===== src/rtl/fetch_stage_if.sv =====
// rtl/fetch_stage_if.sv - instruction-memory req/ack port between fetch stage and memory
interface fetch_stage_if #(
    parameter int XLEN = 32
);
    logic            req;
    logic [XLEN-1:0] addr;
    logic [XLEN-1:0] rdata;
    logic            ack;

    modport master (output req, output addr, input rdata, input ack);
    modport slave  (input req, input addr, output rdata, output ack);
endinterface


===== src/rtl/fetch_stage.sv =====
// rtl/fetch_stage.sv - RV32I instruction fetch with PC, req/ack imem port and IF/ID register
module fetch_stage #(
    parameter int              XLEN      = 32,
    parameter logic [XLEN-1:0] RESET_PC  = '0,
    parameter logic [XLEN-1:0] NOP_INSTR = XLEN'(32'h00000013)
) (
    input  logic            clk,
    input  logic            rst,
    input  logic [4:0]      halt_i,
    input  logic            taken_branch_i,
    input  logic [XLEN-1:0] branch_target_i,
    fetch_stage_if.master   imem,
    output logic [XLEN-1:0] if_id_pc_o,
    output logic [XLEN-1:0] if_id_instr_o,
    output logic            if_id_valid_o
);

    typedef enum logic [1:0] {S_IDLE, S_REQ, S_HOLD, S_DRAIN} state_t;

    state_t          state_q, state_d;
    logic [XLEN-1:0] pc_q, pc_d;
    logic [XLEN-1:0] kill_addr_q, kill_addr_d;
    logic [XLEN-1:0] buf_q, buf_d;
    logic [XLEN-1:0] if_pc_q, if_pc_d;
    logic [XLEN-1:0] if_instr_q, if_instr_d;
    logic            if_valid_q, if_valid_d;

    logic            stall;
    logic [XLEN-1:0] target;
    logic            unused_bits;

    assign stall       = halt_i[4] | halt_i[3];
    assign target      = {branch_target_i[XLEN-1:2], 2'b00};
    assign unused_bits = ^{halt_i[2:0], branch_target_i[1:0]};

    always_ff @(posedge clk or posedge rst) begin
        if (rst) begin
            state_q <= S_IDLE;
        end else begin
            state_q <= state_d;
        end
    end

    always_comb begin
        state_d = state_q;
        case (state_q)
            S_IDLE:  state_d = S_REQ;
            S_REQ: begin
                if (taken_branch_i)   state_d = imem.ack ? S_REQ : S_DRAIN;
                else if (imem.ack)    state_d = stall ? S_HOLD : S_REQ;
            end
            S_HOLD: begin
                if (taken_branch_i || !stall) state_d = S_REQ;
            end
            S_DRAIN: begin
                // A fresh redirect keeps us draining only while the old response is still owed
                if (imem.ack)         state_d = S_REQ;
            end
            default: state_d = S_IDLE;
        endcase
    end

    always_comb begin
        imem.req  = (state_q == S_REQ) || (state_q == S_DRAIN);
        imem.addr = (state_q == S_DRAIN) ? kill_addr_q : pc_q;
    end

    always_comb begin
        pc_d        = pc_q;
        kill_addr_d = kill_addr_q;
        buf_d       = buf_q;
        // ID consumes IF/ID every unstalled cycle; with nothing new a bubble takes its place
        if (stall) begin
            if_pc_d    = if_pc_q;
            if_instr_d = if_instr_q;
            if_valid_d = if_valid_q;
        end else begin
            if_pc_d    = '0;
            if_instr_d = NOP_INSTR;
            if_valid_d = 1'b0;
        end

        if (taken_branch_i) begin
            pc_d       = target;
            buf_d      = NOP_INSTR;
            if_pc_d    = '0;
            if_instr_d = NOP_INSTR;
            if_valid_d = 1'b0;
            if (state_q == S_REQ) begin
                kill_addr_d = pc_q;
            end
        end else begin
            case (state_q)
                S_REQ: begin
                    if (imem.ack) begin
                        if (stall) begin
                            buf_d = imem.rdata;
                        end else begin
                            if_pc_d    = pc_q;
                            if_instr_d = imem.rdata;
                            if_valid_d = 1'b1;
                            pc_d       = pc_q + XLEN'(4);
                        end
                    end
                end
                S_HOLD: begin
                    if (!stall) begin
                        if_pc_d    = pc_q;
                        if_instr_d = buf_q;
                        if_valid_d = 1'b1;
                        pc_d       = pc_q + XLEN'(4);
                    end
                end
                default: ;
            endcase
        end
    end

    always_ff @(posedge clk or posedge rst) begin
        if (rst) begin
            pc_q        <= RESET_PC;
            kill_addr_q <= RESET_PC;
            buf_q       <= NOP_INSTR;
            if_pc_q     <= '0;
            if_instr_q  <= NOP_INSTR;
            if_valid_q  <= 1'b0;
        end else begin
            pc_q        <= pc_d;
            kill_addr_q <= kill_addr_d;
            buf_q       <= buf_d;
            if_pc_q     <= if_pc_d;
            if_instr_q  <= if_instr_d;
            if_valid_q  <= if_valid_d;
        end
    end

    assign if_id_pc_o    = if_pc_q;
    assign if_id_instr_o = if_instr_q;
    assign if_id_valid_o = if_valid_q;

endmodule


===== src/flat_wrapper.sv =====
// flat-port wrapper written by rule: the top's interface ports become plain ports
module fetch_stage_flat 
#(
    parameter int              XLEN      = 32,
    parameter logic [XLEN-1:0] RESET_PC  = '0,
    parameter logic [XLEN-1:0] NOP_INSTR = XLEN'(32'h00000013)
)
  (clk, rst, halt_i, taken_branch_i, branch_target_i, if_id_pc_o, if_id_instr_o, if_id_valid_o, imem_req, imem_addr, imem_rdata, imem_ack);
  fetch_stage_if #(.XLEN(XLEN)) imem_i ();
  input  logic clk;
  input  logic rst;
  input  logic [4:0] halt_i;
  input  logic taken_branch_i;
  input  logic [XLEN-1:0] branch_target_i;
  output logic [XLEN-1:0] if_id_pc_o;
  output logic [XLEN-1:0] if_id_instr_o;
  output logic if_id_valid_o;
  output wire logic [$bits(imem_i.req)-1:0] imem_req;
  output wire logic [$bits(imem_i.addr)-1:0] imem_addr;
  input wire logic [$bits(imem_i.rdata)-1:0] imem_rdata;
  input wire logic [$bits(imem_i.ack)-1:0] imem_ack;
  assign imem_req = imem_i.req;
  assign imem_addr = imem_i.addr;
  assign imem_i.rdata = imem_rdata;
  assign imem_i.ack = imem_ack;
  fetch_stage #(.XLEN(XLEN), .RESET_PC(RESET_PC), .NOP_INSTR(NOP_INSTR)) u_core (.clk(clk), .rst(rst), .halt_i(halt_i), .taken_branch_i(taken_branch_i), .branch_target_i(branch_target_i), .imem(imem_i), .if_id_pc_o(if_id_pc_o), .if_id_instr_o(if_id_instr_o), .if_id_valid_o(if_id_valid_o));
endmodule

===== config.mk =====
export PLATFORM = sky130hd
export DESIGN_NAME = fetch_stage_flat
export DESIGN_NICKNAME = d
export VERILOG_FILES = /design/src/rtl/fetch_stage_if.sv /design/src/rtl/fetch_stage.sv /design/src/flat_wrapper.sv
export SDC_FILE = /design/constraint.sdc
export NUM_CORES = 1
export LEC_CHECK = 0
export BUFFER_PORTS_ARGS = -buffer_cell sky130_fd_sc_hd__buf_2
export CORE_MARGIN = 1.5
export CORE_UTILIZATION = 35
export DETAILED_ROUTE_END_ITERATION = 8
export PLACE_DENSITY_LB_ADDON = 0.12
export SYNTH_ARGS = -nofsm -noshare
export SYNTH_HDL_FRONTEND = slang
export SYNTH_SLANG_ARGS = --single-unit

===== constraint.sdc =====
create_clock -name clk -period 8.25 [get_ports clk]
set_input_delay 0.825 -clock clk [delete_from_list [all_inputs] [get_ports clk]]
set_output_delay 0.825 -clock clk [all_outputs]
set_load 0.005 [all_outputs]

==> metrics.txt, run 1 <==
# TYPE chip_impl_metric gauge
chip_impl_metric{name="layout.nets",unit=""} 888
chip_impl_info{name="end_kind",value="flip-flop"} 1
chip_impl_metric{name="grt-ovfl-total",unit=""} 0
chip_impl_metric{name="fp.dieH",unit="um"} 147.8
chip_impl_metric{name="reg2reg_depth",unit=""} 6
chip_impl_metric{name="vias_in_the_first_global_route",unit=""} 6071
chip_impl_metric{name="route.detailed.vias_per_inst",unit=""} 5.422
chip_impl_info{name="yosys-top-cells-count",value="153 x sky130_fd_sc_hd__dfrtp_1, 79 x sky130_fd_sc_hd__nand2_1, 57 x sky130_fd_sc_hd__mux2_2"} 1
chip_impl_metric{name="cp_data_arrival_time",unit="ns"} 3.45
chip_impl_metric{name="place.gp.congestion",unit=""} 0.7826
chip_impl_metric{name="n_fill_cell",unit=""} 1981
chip_impl_info{name="critical_path_class",value="input pin to flip-flop"} 1
chip_impl_metric{name="postLayoutCoreUtil",unit="%"} 43.75
chip_impl_metric{name="cts_hold_buffers",unit=""} 0
chip_impl_metric{name="largest_net_degree_at_the_start_of_global_routing",unit=""} 83
chip_impl_metric{name="max-clock-path-buffers",unit=""} 2
chip_impl_metric{name="period_share",unit="%"} 38.14
chip_impl_metric{name="worst_reg_to_reg_setup_slack",unit="ns"} 5.27
chip_impl_info{name="rsz_0062_raised_after_global_routing",value="no"} 1
chip_impl_metric{name="drc",unit=""} 0
chip_impl_metric{name="antenna_found_initial",unit=""} 3
chip_impl_info{name="netlist.top_cell.by_area",value="sky130_fd_sc_hd__dfrtp_1"} 1
chip_impl_info{name="startpoint",value="taken_branch_i"} 1
chip_impl_info{name="regToRegEndpoint",value="u_core.buf_q[18]"} 1
chip_impl_info{name="synthMostInstantiatedCell",value="sky130_fd_sc_hd__dfrtp_1"} 1
chip_impl_metric{name="finalClockSkew",unit="ns"} 0.005078
chip_impl_metric{name="detail_route.first_pass.iterations",unit=""} 5
chip_impl_metric{name="synthDistinctLibCells",unit=""} 45
chip_impl_metric{name="post-place-ws",unit="ns"} 4.621
chip_impl_metric{name="initial_utilization",unit="%"} 35.94
chip_impl_metric{name="yosysWarningCount",unit=""} 0
chip_impl_metric{name="timing.final.hold_violations",unit=""} 0
chip_impl_metric{name="drive_above_1_share",unit="%"} 33.74
chip_impl_info{name="timing.rr.start",value="u_core.state_q[1]"} 1
chip_impl_info{name="most_instantiated_flip_flop_cell_in_the_synthesis_netlist",value="sky130_fd_sc_hd__dfrtp_1"} 1
chip_impl_metric{name="placementRows",unit=""} 52
chip_impl_metric{name="ys_seq_area_share",unit="%"} 54.29
chip_impl_info{name="synthTopCellsByArea",value="sky130_fd_sc_hd__dfrtp_1 52%, sky130_fd_sc_hd__mux2_2 8.7%, sky130_fd_sc_hd__a22oi_1 5.7%"} 1
chip_impl_info{name="cpMaxStageDelayCell",value="sky130_fd_sc_hd__and2_2"} 1
chip_impl_metric{name="setup_ws",unit="ns"} 5.104
chip_impl_metric{name="yosysTopAreaCellShare",unit="%"} 52.15
chip_impl_info{name="min-delay-path-class",value="flip-flop to flip-flop"} 1
chip_impl_metric{name="synth_area",unit="um^2"} 7342
chip_impl_metric{name="htree_num_levels",unit=""} 4
chip_impl_metric{name="accumulated_negative_setup_slack",unit="ns"} 0
chip_impl_metric{name="flow.area_growth_from_synthesis",unit="%"} 21.73
chip_impl_metric{name="io_pins",unit=""} 171
chip_impl_metric{name="routed_wire_length_per_instance",unit="um"} 18.42
chip_impl_metric{name="sequential_cell_area",unit="um^2"} 3986
chip_impl_metric{name="cp.buffers_inverters",unit=""} 3
chip_impl_metric{name="post-cts-setup-buffers",unit=""} 0
chip_impl_metric{name="wl",unit="mm"} 20.19
chip_impl_info{name="status",value="finished clean"} 1
chip_impl_metric{name="timing.fmax",unit="MHz"} 317.8
chip_impl_info{name="cpLargestDelayFamily",value="buffers and inverters"} 1
chip_impl_metric{name="vias",unit=""} 5943
chip_impl_metric{name="synth_enable_flop_cells",unit=""} 0
chip_impl_metric{name="clock_sinks",unit=""} 159
chip_impl_metric{name="drt-initial-drc-count",unit=""} 325
chip_impl_metric{name="static-leakage-power",unit="nW"} 4.048
chip_impl_metric{name="worst-slew-pin-transition",unit="ns"} 1.120
chip_impl_metric{name="dieArea",unit="um^2"} 21860
chip_impl_metric{name="design.core.area",unit="um^2"} 20430
chip_impl_metric{name="area_of_combinational_cells_with_multiple_inputs",unit="um^2"} 3092
chip_impl_metric{name="cts.reportedPaths.clkPinSlew",unit="ns"} 0.07
chip_impl_metric{name="placement.io_buffers",unit=""} 163
chip_impl_info{name="tritoncts_clock_tree",value="done"} 1
chip_impl_metric{name="cts_buffers",unit=""} 17
chip_impl_metric{name="clock_insertion_delay_worst_skew",unit="ns"} 0.42
chip_impl_metric{name="critical_path_peak_fanout",unit=""} 46
chip_impl_metric{name="grt_util_all_layers",unit="%"} 18.89
chip_impl_metric{name="report.final.slew_viol_count",unit=""} 0
chip_impl_metric{name="floorplan.die.width",unit="um"} 147.8
chip_impl_metric{name="power.density_cell_area",unit="nW/um^2"} 297.4
chip_impl_metric{name="async_reset_ff_share",unit="%"} 100.0
chip_impl_metric{name="hpwlAfterDp",unit="mm"} 13.25
chip_impl_info{name="critical_path.cell_chain",value="buf_2 > inv_2 > and2_2 > buf_4 > nand2_1 > mux2_2"} 1
chip_impl_metric{name="maxCapViolCount",unit=""} 0
chip_impl_metric{name="irDropWorstVdd",unit="mV"} 0.1384
chip_impl_info{name="critPathCapture",value="u_core.state_q[0]"} 1
chip_impl_metric{name="period_minus_slack",unit="ns"} 3.146
chip_impl_metric{name="cpPeakStageDelay",unit="ns"} 0.72
chip_impl_metric{name="synthCells",unit=""} 681
chip_impl_metric{name="total_stage_count_of_the_critical_path",unit=""} 6
chip_impl_metric{name="drtAntennaViolNets",unit=""} 0
chip_impl_metric{name="yosys_register_bits",unit=""} 159
chip_impl_metric{name="worst-endpoint-required",unit="ns"} 8.56
chip_impl_metric{name="slew-limit-headroom",unit="%"} 25.27
chip_impl_metric{name="grt_first_pass_wirelength",unit="mm"} 32.42
chip_impl_info{name="cts-root-buf",value="sky130_fd_sc_hd__clkbuf_16"} 1
chip_impl_info{name="worstSetupStartpointType",value="input pin"} 1
chip_impl_metric{name="post_cts_repair_resize_count",unit=""} 0
chip_impl_metric{name="timing.hold.worst_path_depth",unit=""} 2
chip_impl_metric{name="avgSynthCellArea",unit="um^2"} 10.78
chip_impl_metric{name="final-setup-viol-count",unit=""} 0
through the flow:
step | cells | power, mW | hold WS [ns] | area [um^2]
floorplan | 682 | 1.560 | 0.4497 | 7346
global placement | 1062 | 1.820 | 0.4554 | 8308
detailed placement | 1062 | 1.843 | 0.4502 | 8308
CTS | 1094 | 2.697 | 0.4618 | 8932
global route | 1094 | 2.816 | 0.4880 | 8932
finish | 1096 | 2.658 | 0.4629 | 8937
layout make-up:
| class | count | share of cell area [%] |
|---|---|---|
| Clock buffer | 17 | 4.760 |
| Sequential cell | 159 | 44.60 |
| Antenna cell | 2 | 0.05600 |
| Timing Repair Buffer | 169 | 9.632 |
| Multi-Input combinational cell | 457 | 34.59 |
| Tap cell | 270 | 3.780 |
| Inverter | 7 | 0.3500 |
| Clock inverter | 15 | 2.226 |
sequential cells by signal, summed over array words and instances (netlist names):
name,cells
u_core.kill_addr_q,30
u_core.if_id_instr_o,32
u_core.state_q,2
u_core.if_id_valid_o,1
u_core.buf_q,32
u_core.if_id_pc_o,32
u_core.pc_q,30
cell usage in the layout (no fill, tap or decap), types with 7 or more instances in the layout:
cell type / Yosys / layout
sky130_fd_sc_hd__a22oi_1: 56 / 56
sky130_fd_sc_hd__a31oi_1: 17 / 17
sky130_fd_sc_hd__a32o_1: 24 / 24
sky130_fd_sc_hd__a32oi_1: 7 / 7
sky130_fd_sc_hd__and3_1: 7 / 7
sky130_fd_sc_hd__buf_2: 18 / 163
sky130_fd_sc_hd__clkbuf_16: 0 / 17
sky130_fd_sc_hd__dfrtp_1: 153 / 153
sky130_fd_sc_hd__inv_6: 0 / 7
sky130_fd_sc_hd__mux2_2: 57 / 57
sky130_fd_sc_hd__nand2_1: 79 / 79
sky130_fd_sc_hd__nand3_1: 15 / 15
sky130_fd_sc_hd__nand4_1: 10 / 10
sky130_fd_sc_hd__nor2_1: 53 / 53
sky130_fd_sc_hd__o21ai_0: 25 / 25
sky130_fd_sc_hd__o21ai_1: 20 / 20
sky130_fd_sc_hd__o31ai_1: 13 / 12
sky130_fd_sc_hd__or4_1: 17 / 17
metal layers:
layer  wire [um]  global-route usage (%)
met1        9241                   25.09
met5          12                       0
met2        9682                   30.79
met4         116                   4.752
met3        1136                   4.877
tightest hold or removal path, cell delays in order, from the launching register on:
cell	delay, ns
sky130_fd_sc_hd__dfstp_2	0.37
sky130_fd_sc_hd__nand2_1	0.05
sky130_fd_sc_hd__a32oi_1	0.04
kinds of logic (layout without fill, tap and decap cells):
logic type	count (synthesis)	after routing	synth area share [%]
fa+ha+maj	4	4	0.6817
xor+xnor	7	7	0.8351
mux	60	60	9.220
compound gates	180	180	17.42
other cells	1	4	0.05108
simple gates	204	204	13.51
flops	159	159	54.29
buf+inv	66	208	3.988
where the power goes:
group	leakage, nW	internal [mW]	switching (mW)	total [mW]
Sequential	2.04	0.933	0.0948	1.03
Clock	0.304	0.488	0.353	0.841
Combinational	1.70	0.345	0.444	0.789
worst min path at each step:
| stage | start | end | slack (ns) |
|---|---|---|---|
| 3_5_place_dp | u_core.if_id_instr_o[1] | u_core.if_id_instr_o[1] | 0.45 |
| 6_report | u_core.if_id_instr_o[1] | u_core.if_id_instr_o[1] | 0.46 |
| 5_1_grt | u_core.if_id_instr_o[0] | u_core.if_id_instr_o[0] | 0.49 |
| 2_1_floorplan | u_core.kill_addr_q[22] | u_core.kill_addr_q[22] | 0.45 |
| 3_3_place_gp | u_core.if_id_instr_o[0] | u_core.if_id_instr_o[0] | 0.46 |
| 4_1_cts | u_core.if_id_instr_o[1] | u_core.if_id_instr_o[1] | 0.46 |
(Power assumes the default switching activity.)
==> inputs of run 2 (changes only) <==
==> constraint.sdc (replaced) <==
create_clock -name clk -period 3 [get_ports clk]
set_input_delay 0.3 -clock clk [delete_from_list [all_inputs] [get_ports clk]]
set_output_delay 0.3 -clock clk [all_outputs]
set_load 0.005 [all_outputs]
==> run 2 against run 1 <==
Against the previous run:
- worst hold slack got worse by 0.37 ns
- via count is 0.52% lower
- sequential share of layout area down 0.38 points
- register-to-register slack got worse by 4.8 ns
- global-route usage is 0.43 points lower
- setup slack worse by 4.7 ns
- clock-buffer cell count unchanged
- power grew to 2.8 times the previous value
- clock skew is essentially flat
- flip-flop and latch count unchanged
- first-iteration DRC count up 23%
- design area rose by 0.87%
- critical endpoint is now u_core.if_id_instr_o[14]
==> metrics.txt, run 2 (same netlist as run 1, synthesis figures left out) <==
# TYPE chip_impl_metric gauge
chip_impl_info{name="status",value="finished clean"} 1
chip_impl_info{name="timing.rr.start",value="u_core.state_q[1]"} 1
chip_impl_metric{name="post-place-ws",unit="ns"} 0.4511
chip_impl_metric{name="cts.reportedPaths.clkPinSlew",unit="ns"} 0.07
chip_impl_info{name="regToRegEndpoint",value="u_core.if_id_instr_o[14]"} 1
chip_impl_metric{name="cpPeakStageDelay",unit="ns"} 0.92
chip_impl_metric{name="placementRows",unit=""} 52
chip_impl_info{name="final_common_cell",value="sky130_fd_sc_hd__buf_2"} 1
chip_impl_info{name="end_kind",value="flip-flop"} 1
chip_impl_info{name="worstSetupStartpointType",value="flip-flop"} 1
chip_impl_info{name="critical_path.cell_chain",value="inv_1 > ha_1 > or3_1 > and3_1 > nand2_1 > o21ai_1"} 1
chip_impl_metric{name="timing.fmax",unit="MHz"} 391.9
chip_impl_metric{name="placed_cells_incl_taps",unit=""} 1070
chip_impl_metric{name="largest_net_degree_at_the_start_of_global_routing",unit=""} 160
chip_impl_metric{name="hold-worst-slack",unit="ns"} 0.09428
chip_impl_metric{name="reg2reg_depth",unit=""} 6
chip_impl_metric{name="finalClockSkew",unit="ns"} 0.005056
chip_impl_metric{name="detail_route.first_pass.iterations",unit=""} 5
chip_impl_metric{name="drtAntennaViolNets",unit=""} 0
chip_impl_metric{name="clock_sinks",unit=""} 159
chip_impl_metric{name="cp_data_arrival_time",unit="ns"} 2.89
chip_impl_metric{name="finalPower",unit="mW"} 7.329
chip_impl_info{name="min-delay-path-class",value="input pin to flip-flop"} 1
chip_impl_metric{name="route.detailed.vias_per_inst",unit=""} 5.360
chip_impl_metric{name="flow.area_growth_from_synthesis",unit="%"} 22.78
chip_impl_info{name="tritoncts_clock_tree",value="done"} 1
chip_impl_metric{name="slew-limit-headroom",unit="%"} 29.67
chip_impl_metric{name="sequential_cell_area",unit="um^2"} 3986
chip_impl_metric{name="io_pins",unit=""} 171
chip_impl_metric{name="design.core.area",unit="um^2"} 20430
chip_impl_metric{name="irDropWorstVdd",unit="mV"} 0.5096
chip_impl_metric{name="dieArea",unit="um^2"} 21860
chip_impl_metric{name="power.density_cell_area",unit="nW/um^2"} 813.0
chip_impl_metric{name="worst-slew-pin-transition",unit="ns"} 1.055
chip_impl_metric{name="period_share",unit="%"} 85.05
chip_impl_metric{name="initial_utilization",unit="%"} 35.94
chip_impl_metric{name="clock_insertion_delay_worst_skew",unit="ns"} 0.42
chip_impl_metric{name="grt_first_pass_wirelength",unit="mm"} 31.70
chip_impl_metric{name="post-cts-setup-buffers",unit=""} 0
chip_impl_metric{name="area_of_combinational_cells_with_multiple_inputs",unit="um^2"} 3092
chip_impl_metric{name="critical_path_peak_fanout",unit=""} 27
chip_impl_metric{name="fp.dieH",unit="um"} 147.8
chip_impl_metric{name="hpwlAfterDp",unit="mm"} 13.16
chip_impl_metric{name="finalNonFillerCells",unit=""} 1103
chip_impl_metric{name="worst_reg_to_reg_setup_slack",unit="ns"} 0.45
chip_impl_metric{name="post_cts_repair_resize_count",unit=""} 0
chip_impl_metric{name="maxCapViolCount",unit=""} 0
chip_impl_metric{name="worst-endpoint-required",unit="ns"} 3.34
chip_impl_metric{name="grt-ovfl-total",unit=""} 0
chip_impl_metric{name="antenna_found_initial",unit=""} 2
chip_impl_metric{name="wl",unit="mm"} 19.78
chip_impl_metric{name="static-leakage-power",unit="nW"} 4.089
chip_impl_metric{name="placement.io_buffers",unit=""} 163
chip_impl_metric{name="drt-initial-drc-count",unit=""} 400
chip_impl_metric{name="vias_in_the_first_global_route",unit=""} 5961
chip_impl_metric{name="stdcell_area",unit="um^2"} 9015
chip_impl_metric{name="max-clock-path-buffers",unit=""} 2
chip_impl_metric{name="floorplan.die.width",unit="um"} 147.8
chip_impl_metric{name="vias",unit=""} 5912
chip_impl_info{name="holdCritStartpoint",value="branch_target_i[4]"} 1
chip_impl_metric{name="place.gp.congestion",unit=""} 0.8007
chip_impl_metric{name="routed_wire_length_per_instance",unit="um"} 17.94
chip_impl_metric{name="drive_above_1_share",unit="%"} 34.38
chip_impl_info{name="hold_end",value="u_core.pc_q[4]"} 1
chip_impl_metric{name="accumulated_negative_setup_slack",unit="ns"} 0
chip_impl_metric{name="final-setup-viol-count",unit=""} 0
chip_impl_metric{name="drc",unit=""} 0
chip_impl_metric{name="layout.nets",unit=""} 896
chip_impl_info{name="cts-root-buf",value="sky130_fd_sc_hd__clkbuf_16"} 1
chip_impl_metric{name="postLayoutCoreUtil",unit="%"} 44.13
chip_impl_metric{name="timing.hold.worst_path_depth",unit=""} 3
chip_impl_info{name="cpMaxStageDelayCell",value="sky130_fd_sc_hd__and3_1"} 1
chip_impl_info{name="rsz_0062_raised_after_global_routing",value="no"} 1
chip_impl_metric{name="n_fill_cell",unit=""} 1998
chip_impl_info{name="critical_path_class",value="flip-flop to flip-flop"} 1
chip_impl_metric{name="htree_num_levels",unit=""} 4
chip_impl_metric{name="cts_hold_buffers",unit=""} 0
chip_impl_metric{name="period_minus_slack",unit="ns"} 2.552
chip_impl_metric{name="cts_buffers",unit=""} 17
chip_impl_metric{name="report.final.slew_viol_count",unit=""} 0
chip_impl_metric{name="timing.final.hold_violations",unit=""} 0
chip_impl_metric{name="grt_util_all_layers",unit="%"} 18.45
chip_impl_metric{name="setup_ws",unit="ns"} 0.4484
chip_impl_metric{name="placed_area",unit="um^2"} 8392
chip_impl_info{name="most-common-layout-cells",value="163 x sky130_fd_sc_hd__buf_2, 153 x sky130_fd_sc_hd__dfrtp_1, 79 x sky130_fd_sc_hd__nand2_1"} 1
## run 2: worst max-delay path by stage
stage / cells past startpoint / endpoint / slack, ns / startpoint
floorplan: 1 / u_core.buf_q[10] / 0.69 / rst
global placement: 6 / u_core.if_id_instr_o[10] / 0.53 / u_core.state_q[1]
detailed placement: 6 / u_core.if_id_instr_o[14] / 0.45 / u_core.state_q[1]
CTS: 6 / u_core.if_id_instr_o[14] / 0.44 / u_core.state_q[1]
global route: 6 / u_core.if_id_instr_o[9] / 0.17 / u_core.state_q[1]
finish: 6 / u_core.if_id_instr_o[14] / 0.45 / u_core.state_q[1]
## run 2: cell type report
| type | count | area share [%] |
|---|---|---|
| flip-flops and latches | 159 | 44.22 |
| repair buffers | 177 | 10.49 |
| inverters | 7 | 0.3331 |
| well taps | 270 | 3.747 |
| clock inverters | 15 | 2.165 |
| clock buffers | 17 | 4.719 |
| diodes | 1 | 0.02776 |
| multi-input cells | 457 | 34.30 |
## run 2: worst max-delay path, delay by kind of cell (launching register included)
kind / cells / cell delay (ns)
buffers and inverters: 1 / 0.09
AO/OA/AOI/OAI: 1 / 0.11
AND/OR/NAND/NOR: 3 / 1.49
flip-flops: 1 / 0.41
adder cells (fa/ha/maj): 1 / 0.37
## run 2: routing by layer
layer  wire (um)  global-route usage [%]
met5          13                       0
met4         265                   5.050
met3        1226                   4.907
met2        9336                   29.16
met1        8941                   25.05
## run 2: report_power, final
group          leakage (nW)  switching, mW  internal [mW]  total, mW
Clock                 0.298          0.951           1.34       2.29
Sequential             2.04          0.261           2.57       2.83
Combinational          1.75           1.23          0.988       2.21
Total                  4.09           2.44           4.89       7.33
==> inputs of run 3 (changes only) <==
==> constraint.sdc (replaced) <==
create_clock -name clk -period 2.5 [get_ports clk]
set_input_delay 0.25 -clock clk [delete_from_list [all_inputs] [get_ports clk]]
set_output_delay 0.25 -clock clk [all_outputs]
set_load 0.005 [all_outputs]
==> run 3 against run 2 <==
Against the previous run:
- utilization grew 0.18 points
- flip-flop and latch count is the same
- sequential power grew 20%
- critical path type unchanged
- critical endpoint is now u_core.pc_q[27]
- largest cell class unchanged
==> metrics.txt, run 3 (same netlist as run 1, synthesis figures left out) <==
# TYPE chip_impl_metric gauge
chip_impl_info{name="status",value="finished clean"} 1
chip_impl_metric{name="design.core.area",unit="um^2"} 20430
chip_impl_metric{name="grt_util_all_layers",unit="%"} 18.77
chip_impl_metric{name="placementRows",unit=""} 52
chip_impl_info{name="cts-root-buf",value="sky130_fd_sc_hd__clkbuf_16"} 1
chip_impl_metric{name="place.gp.congestion",unit=""} 0.7847
chip_impl_metric{name="post-cts-setup-buffers",unit=""} 0
chip_impl_info{name="most-common-layout-cells",value="163 x sky130_fd_sc_hd__buf_2, 153 x sky130_fd_sc_hd__dfrtp_1, 79 x sky130_fd_sc_hd__nand2_1"} 1
chip_impl_info{name="end_kind",value="flip-flop"} 1
chip_impl_metric{name="irDropWorstVdd",unit="mV"} 0.4446
chip_impl_metric{name="vias_in_the_first_global_route",unit=""} 5979
chip_impl_metric{name="grt-ovfl-total",unit=""} 0
chip_impl_info{name="rsz_0062_raised_after_global_routing",value="no"} 1
chip_impl_metric{name="drc",unit=""} 0
chip_impl_metric{name="initial_utilization",unit="%"} 35.94
chip_impl_metric{name="drtAntennaViolNets",unit=""} 0
chip_impl_metric{name="critical_path_peak_fanout",unit=""} 14
chip_impl_metric{name="seqPwrFrac",unit="%"} 38.7
chip_impl_metric{name="io_pins",unit=""} 171
chip_impl_metric{name="timing.final.hold_violations",unit=""} 0
chip_impl_metric{name="grt_first_pass_wirelength",unit="mm"} 32.17
chip_impl_metric{name="hold-worst-slack",unit="ns"} 0.03527
chip_impl_metric{name="antenna_found_initial",unit=""} 1
chip_impl_metric{name="accumulated_negative_setup_slack",unit="ns"} 0
chip_impl_metric{name="placed_area",unit="um^2"} 8447
chip_impl_metric{name="wl",unit="mm"} 20.06
chip_impl_metric{name="htree_num_levels",unit=""} 4
chip_impl_metric{name="fp.dieH",unit="um"} 147.8
chip_impl_metric{name="period_minus_slack",unit="ns"} 2.274
chip_impl_metric{name="floorplan.die.width",unit="um"} 147.8
chip_impl_metric{name="vias",unit=""} 5950
chip_impl_metric{name="cellInternalPower",unit="mW"} 5.752
chip_impl_metric{name="cts_buffers",unit=""} 17
chip_impl_metric{name="drt-initial-drc-count",unit=""} 395
chip_impl_metric{name="largest_net_degree_at_the_start_of_global_routing",unit=""} 160
chip_impl_metric{name="worst-endpoint-required",unit="ns"} 2.84
chip_impl_metric{name="detail_route.first_pass.iterations",unit=""} 7
chip_impl_metric{name="switching_power",unit="mW"} 3.002
chip_impl_metric{name="placement.io_buffers",unit=""} 163
chip_impl_metric{name="netSwitchingFraction",unit="%"} 34.29
chip_impl_metric{name="cts.reportedPaths.clkPinSlew",unit="ns"} 0.07
chip_impl_metric{name="drive_above_1_share",unit="%"} 34.69
chip_impl_metric{name="post-place-ws",unit="ns"} 0.1479
chip_impl_metric{name="report.final.slew_viol_count",unit=""} 0
chip_impl_metric{name="cp_data_arrival_time",unit="ns"} 2.62
chip_impl_metric{name="hpwlAfterDp",unit="mm"} 13.18
chip_impl_metric{name="final-setup-viol-count",unit=""} 0
chip_impl_info{name="min-delay-path-class",value="input pin to flip-flop"} 1
chip_impl_metric{name="routed_wire_length_per_instance",unit="um"} 18.08
chip_impl_metric{name="max-clock-path-buffers",unit=""} 2
chip_impl_metric{name="flow.area_growth_from_synthesis",unit="%"} 23.28
chip_impl_metric{name="power_frac_clock",unit="%"} 29.9
chip_impl_metric{name="period_share",unit="%"} 90.96
chip_impl_metric{name="finalNonFillerCells",unit=""} 1109
chip_impl_metric{name="static-leakage-power",unit="nW"} 4.100
chip_impl_metric{name="clock_sinks",unit=""} 159
chip_impl_metric{name="setup_ws",unit="ns"} 0.2259
chip_impl_metric{name="slew-limit-headroom",unit="%"} 28.57
chip_impl_metric{name="cts_hold_buffers",unit=""} 0
chip_impl_metric{name="worst-slew-pin-transition",unit="ns"} 1.070
chip_impl_metric{name="clock_insertion_delay_worst_skew",unit="ns"} 0.43
chip_impl_metric{name="stdcell_area",unit="um^2"} 9051
chip_impl_metric{name="route.detailed.vias_per_inst",unit=""} 5.365
chip_impl_info{name="final_common_cell",value="sky130_fd_sc_hd__buf_2"} 1
chip_impl_info{name="worstSetupStartpointType",value="flip-flop"} 1
chip_impl_info{name="tritoncts_clock_tree",value="done"} 1
chip_impl_metric{name="placed_cells_incl_taps",unit=""} 1074
chip_impl_metric{name="power.density_cell_area",unit="nW/um^2"} 967.3
chip_impl_metric{name="layout.nets",unit=""} 900
chip_impl_metric{name="p_comb_share",unit="%"} 31.4
chip_impl_metric{name="post_cts_repair_resize_count",unit=""} 0
chip_impl_info{name="critical_path_class",value="flip-flop to flip-flop"} 1
chip_impl_metric{name="dieArea",unit="um^2"} 21860
chip_impl_metric{name="timing.fmax",unit="MHz"} 439.7
chip_impl_metric{name="maxCapViolCount",unit=""} 0
chip_impl_metric{name="finalClockSkew",unit="ns"} 0.01129
-- run 3: cell types whose count changed in the layout (fill, tap and decap cells not counted), sizes merged --
cell,before,now
buf,177,181
clkinv,2,3
clkinvlp,3,4
bufinv,3,1
diode,1,3
-- run 3: power by group through the flow --
stage | logic (mW) | clock network (mW) | registers (mW)
final | 2.75 | 2.62 | 3.39
after global routing | 3.02 | 2.81 | 3.46
after CTS | 2.80 | 2.69 | 3.39
after detailed placement | 2.80 | 0 | 3.43
after global placement | 2.75 | 0 | 3.40
after floorplan | 1.80 | 0 | 3.35
-- run 3: layout make-up --
cell class	instances	area (um^2)
Clock inverter	15	171.4
Antenna cell	3	7.507
Timing Repair Buffer	181	1001
Tap cell	270	337.8
Multi-Input combinational cell	457	3092
Fill cell	1994	11380
Inverter	7	30.03
Sequential cell	159	3986
Clock buffer	17	425.4
-- run 3: through the flow --
step                power (mW)  utilization, %
floorplan                5.149               -
global placement         6.147           41.35
detailed placement       6.232           41.35
CTS                      8.881           44.27
global route             9.292           44.27
finish                   8.755           44.30
-- run 3: path summary, 6_finish.rpt --
path / slack [ns] / cells after the start / start / endpoint
setup / recovery: 0.23 / 6 / u_core.state_q[1] / u_core.pc_q[27]
hold / removal: 0.04 / 3 / branch_target_i[5] / u_core.pc_q[5]
setup reg to reg: 0.23 / 6 / u_core.state_q[1] / u_core.pc_q[27]
hold reg to reg: 0.47 / 2 / u_core.if_id_instr_o[0] / u_core.if_id_instr_o[0]
max in group asynchronous: 1.79 / 3 / rst / u_core.pc_q[4]
min in group asynchronous: 0.05 / 3 / rst / u_core.if_id_pc_o[26]
-- run 3: worst max-delay path, stage by stage, from the launching register on --
cell and delay [ns]:
sky130_fd_sc_hd__dfrtp_1 0.40, sky130_fd_sc_hd__inv_1 0.09, sky130_fd_sc_hd__ha_1 0.39, sky130_fd_sc_hd__mux2_4 0.34, sky130_fd_sc_hd__nand4_1 0.31, sky130_fd_sc_hd__or4_1 0.49
sky130_fd_sc_hd__a31oi_1 0.17
-- run 3: routing by layer --
metal | part of all wire [%] | track usage, %
met5 | 0 | 0
met4 | 0.96 | 5.743
met3 | 5.0 | 3.704
met2 | 47 | 29.63
met1 | 47 | 26.08
